`config.mk`:
```
export PLATFORM = sky130hd
export DESIGN_NAME = counter_8bit
export DESIGN_NICKNAME = d
export VERILOG_FILES = /design/src/rtl/counter_8bit_pkg.sv /design/src/rtl/counter_8bit_next.sv /design/src/rtl/counter_8bit.sv
export SDC_FILE = /design/constraint.sdc
export NUM_CORES = 1
export LEC_CHECK = 0
export BUFFER_PORTS_ARGS = -buffer_cell sky130_fd_sc_hd__buf_4
export CORE_AREA = 8 8 45 47
export CTS_CLUSTER_SIZE = 10
export DETAILED_ROUTE_END_ITERATION = 10
export DIE_AREA = 0 0 53 55
export SLEW_MARGIN = 20
export SYNTH_ARGS = -nofsm -noshare
export SYNTH_HDL_FRONTEND = slang
export SYNTH_HIERARCHICAL = 1
export SYNTH_SLANG_ARGS = --single-unit
```
`constraint.sdc`:
```
create_clock -name Clk -period 1.4 [get_ports Clk]
set_clock_uncertainty 0.2 [all_clocks]
set_input_delay 0 -clock Clk [delete_from_list [all_inputs] [get_ports Clk]]
set_output_delay 0 -clock Clk [all_outputs]
set_load 0.1 [all_outputs]
```
`src/rtl/counter_8bit_pkg.sv`:
```
// Shared constants for the counter_8bit up/down counter.
package counter_8bit_pkg;

    localparam int unsigned CNT_W = 8;

    localparam logic DIR_UP   = 1'b1;
    localparam logic DIR_DOWN = 1'b0;

    localparam logic [CNT_W-1:0] CNT_MAX = '1;
    localparam logic [CNT_W-1:0] CNT_MIN = '0;

endpackage : counter_8bit_pkg

```
`src/rtl/counter_8bit_next.sv`:
```
// Next-count and terminal-count logic for counter_8bit.
// Build option: define COUNTER_8BIT_SAT_EN to saturate at the ends
// instead of wrapping modulo 2^WIDTH.
module counter_8bit_next
    import counter_8bit_pkg::*;
#(
    parameter int unsigned WIDTH = CNT_W
) (
    input  logic [WIDTH-1:0] i_q,
    input  logic             i_e,
    input  logic             i_m,
    output logic [WIDTH-1:0] o_q_next_c,
    output logic             o_cout_c
);

    logic w_at_max;
    logic w_at_min;
    logic w_up;
    logic w_down;

    assign w_at_max = (i_q == {WIDTH{1'b1}});
    assign w_at_min = (i_q == {WIDTH{1'b0}});
    assign w_up     = i_e & (i_m == DIR_UP);
    assign w_down   = i_e & (i_m == DIR_DOWN);

    // Terminal count: the next enabled edge would cross an end of the range.
    assign o_cout_c = (w_up & w_at_max) | (w_down & w_at_min);

    // Next count value; hold when disabled.
    always_comb begin
        o_q_next_c = i_q;
`ifdef COUNTER_8BIT_SAT_EN
        if (w_up && !w_at_max) begin
            o_q_next_c = i_q + WIDTH'(1);
        end else if (w_down && !w_at_min) begin
            o_q_next_c = i_q - WIDTH'(1);
        end
`else
        if (w_up) begin
            o_q_next_c = i_q + WIDTH'(1);
        end else if (w_down) begin
            o_q_next_c = i_q - WIDTH'(1);
        end
`endif
    end

endmodule : counter_8bit_next

```
`src/rtl/counter_8bit.sv`:
```
// counter_8bit: synchronous up/down counter with enable and carry/borrow.
// Build option: COUNTER_8BIT_SAT_EN selects saturating instead of wrapping.
module counter_8bit
    import counter_8bit_pkg::*;
#(
    parameter int unsigned WIDTH = CNT_W
) (
    input  logic             Clk,
    input  logic             Reset,
    input  logic             E,
    input  logic             M,
    output logic [WIDTH-1:0] Q,
    output logic             Cout
);

    logic [WIDTH-1:0] r_q;
    logic [WIDTH-1:0] w_q_next;
    logic [WIDTH-1:0] w_q_d;

    counter_8bit_next #(
        .WIDTH      (WIDTH)
    ) u_next (
        .i_q        (r_q),
        .i_e        (E),
        .i_m        (M),
        .o_q_next_c (w_q_next),
        .o_cout_c   (Cout)
    );

    // Synchronous reset overrides counting.
    assign w_q_d = Reset ? w_q_next : {WIDTH{1'b0}};

    // Count register.
    always_ff @(posedge Clk) begin
        r_q <= w_q_d;
    end

    assign Q = r_q;

endmodule : counter_8bit

```
==> parameters.txt <==
Parameter                              Value

Status
  Result of the run    finished with violations
  Failing checks    negative setup slack

Placed design
  Port Buffer Count    12
  Half-perimeter wire length of the detailed placement result    915 um
  Final GP Congestion    around 0.78
  DP Cell Count    between 90 and 100

Synth
  Number of warnings issued by yosys    6
  Share of the yosys chip area belonging to registers    32.7%
  Area of the mapped netlist    490 um^2
  Distinct cells, synth    22
  Count of state elements after synthesis    8
  Average instance area after synthesis    ~8.9 um^2
  Number of instances in the synthesized netlist    55
  Net count of the mapped netlist    62

Layout
  Most frequent standard cell in the layout excluding fill and tap cells    sky130_fd_sc_hd__buf_4
  Layout cells sized above 1    66.3%
  Most frequent cells in the layout    sky130_fd_sc_hd__buf_4, sky130_fd_sc_hd__and2_1, sky130_fd_sc_hd__dfxtp_4
  Synthesis-to-finish area growth    74.5%
  N_diodes    0
  Layout Nets    92
  Final Non-Filler Cells    between 90 and 100
  Number of flip-flops in the largest register    8

Die
  Rows    14
  I/O Pins    13
  Starting density of the core    35.4%
  DIE HEIGHT    between 50 and 60 um
  Floorplan Core Area    roughly 1400 um^2
  Die boundary width    about 53 um
  Overall die area    between 2000 and 3000 um^2

Route
  DRC violation count after routing    0
  Final routed wirelength across all metal layers    between 1000 and 1500 um
  Iteration count of the initial detailed-routing pass    4
  Post-DRT Antenna Nets    0
  Violation count after the first detailed-route iteration    2
  Via-per-instance ratio    around 4.8
  Total number of vias    480
  Average wire length per cell after detail routing    12.7 um

STA
  Setup TNS    -1.08 ns
  Max_slew headroom    between 80 and 90%
  Share of the cycle needed by the critical path after routing    115%
  Period minus WS final    roughly 1.6 ns
  Setup slack of the critical path after layout    -0.215 ns
  Maximum achievable frequency    619 MHz
  RSZ-0062 raised after global routing    true
  Hold violation total from the final report    0
  Total of endpoints with negative setup slack in the final report    8
  Slew @ Worst Pin    approximately 0.29 ns
  Final number of max-transition violations    0

CTS
  Sinks on the clock net    8
  Number of buffers inserted during clock tree synthesis    3
  Clock Tree Root    sky130_fd_sc_hd__clkbuf_4
  Number of levels the H-tree was split into    1
  CTS tree    built
  Maximum clock path buffer count    2
  Register clock-pin slew on the reported worst setup and hold paths    roughly 0.060 ns
  Clock latency on the worst-skew pair    0.25 ns

Flow run
  Maxcap violations    0

Worst setup path
  Crit-path leading delay family    flip-flops
  Data arrival, critical path    ~1.4 ns
  Total stage count of the critical path    6
  Count of buffer and inverter cells on the critical path    2
  Delay contributed by the slowest stage of the critical path    around 0.34 ns
  Critical path endpoint category    output pin
  Critical setup path kind    flop to output pin
  Crit start category    flop
  Required time worst endpoint    1.20 ns
  Cell breakdown of the critical path    nand2b_4 > buf_6 > nor2_4 > nand2_2 > o31ai_4 > buf_12
  Path depth of the worst reg2reg path    5
  Top fanout value on the critical path    3
  Cell at the slowest stage of the critical path    sky130_fd_sc_hd__dfxtp_4

Global routing
  Remaining global-route overflow    0
  Largest net degree at the start of global routing    9
  Vias in the first global route    513
  Global-route wire length before repair    about 2200 um
  Antenna violations before repair    0
  Total routing usage reported by global routing    about 9.9%

Power
  Largest vdd supply drop    around 0.00065 V
  Leak pwr    between 0.0003 and 0.0004 uW
  Ratio of total power to cell area    approximately 1200 nW/um^2

Worst hold path
  Hold Crit Class    primary input to flop
  Cells on Worst Hold Path    5
-- final cells by class --
type / instances / area, um^2
Fill cell: 121 / 528
Multi-Input combinational cell: 45 / 407
Timing Repair Buffer: 25 / 209
Sequential cell: 8 / 185
Clock buffer: 3 / 22.5
Tap cell: 16 / 20.0
Inverter: 2 / 12.5
-- metrics by stage --
stage	hold WS (ns)	utilization, %	cell area, um^2	total power (uW)	worst slack (ns)
2_1_floorplan	-0.0791	-	557	648	-0.445
3_3_place_gp	0.0718	53.1	734	772	-0.223
3_5_place_dp	0.0753	53.1	734	775	-0.240
4_1_cts	0.0465	60.5	837	1010	-0.232
5_1_grt	0.0940	61.8	856	1070	-0.275
6_report	0.0760	61.8	856	1010	-0.215
-- repair_timing --
action / 4_1_cts / 5_1_grt
pin swaps: 5 / 2
gates resized for setup: 13 / 2
setup endpoints to repair: 8 / 8
hold endpoints to repair: 8 / 0
hold buffers: 2 / 0
buffers inserted: 1 / 1
-- power by group --
group | switching (uW) | leakage, uW | internal (uW)
Combinational | 333 | 0.000300 | 203
Clock | 81.8 | 0.0000138 | 98.4
Sequential | 38.7 | 0.0000706 | 259
Total | 454 | 0.000384 | 560
-- worst paths after layout --
kind / start / endpoint / slack [ns]
max: Q[2] / Cout / -0.22
min: M / Q[1] / 0.08
max reg2reg: Q[2] / Q[7] / -0.18
min reg2reg: Q[5] / Q[5] / 0.37
-- logic make-up (layout without fill, tap and decap cells) --
group	after synthesis	after routing	synth area share (%)
mux	1	1	2.30
flops	8	8	32.7
simple gates	27	27	31.4
xor+xnor	8	8	14.3
compound gates	6	6	10.2
buf+inv	2	30	1.53
fa+ha+maj	3	3	7.65
-- tightest hold or removal path, cell delays in order --
cell and delay [ns]:
sky130_fd_sc_hd__buf_4 0.14, sky130_fd_sc_hd__xnor2_1 0.09, sky130_fd_sc_hd__nand2_1 0.06, sky130_fd_sc_hd__o21ai_1 0.06
sky130_fd_sc_hd__and2_1 0.13
-- layer usage --
| metal | track usage, % | up-vias | wire, um |
|---|---|---|---|
| li1 | - | 246 | - |
| met1 | 10.8 | 221 | 573 |
| met2 | 16.6 | 11 | 592 |
| met3 | 4.28 | 2 | 83 |
| met4 | 3.88 | 0 | 8 |
| met5 | 0 | - | 0 |
-- synth_stat cells, drive strengths merged --
library cell  number  area, um^2
nand2              7        26.3
nand4              1        6.26
o21ai              1        5.00
dfxtp              8         160
inv                2        7.51
a21oi              1        5.00
ha                 3        37.5
xnor2              4        35.0
xor2               4        35.0
and3               2        13.8
o31ai              1        7.51
nor2               3        11.3
or4                1        11.3
mux2               1        11.3
or2                1        6.26
a22oi              1        7.51
nor4b              1        8.76
and2               9        56.3
nand2b             1        8.76
o22ai              2        25.0
nand3              1        5.00
(Power assumes the default switching activity.)
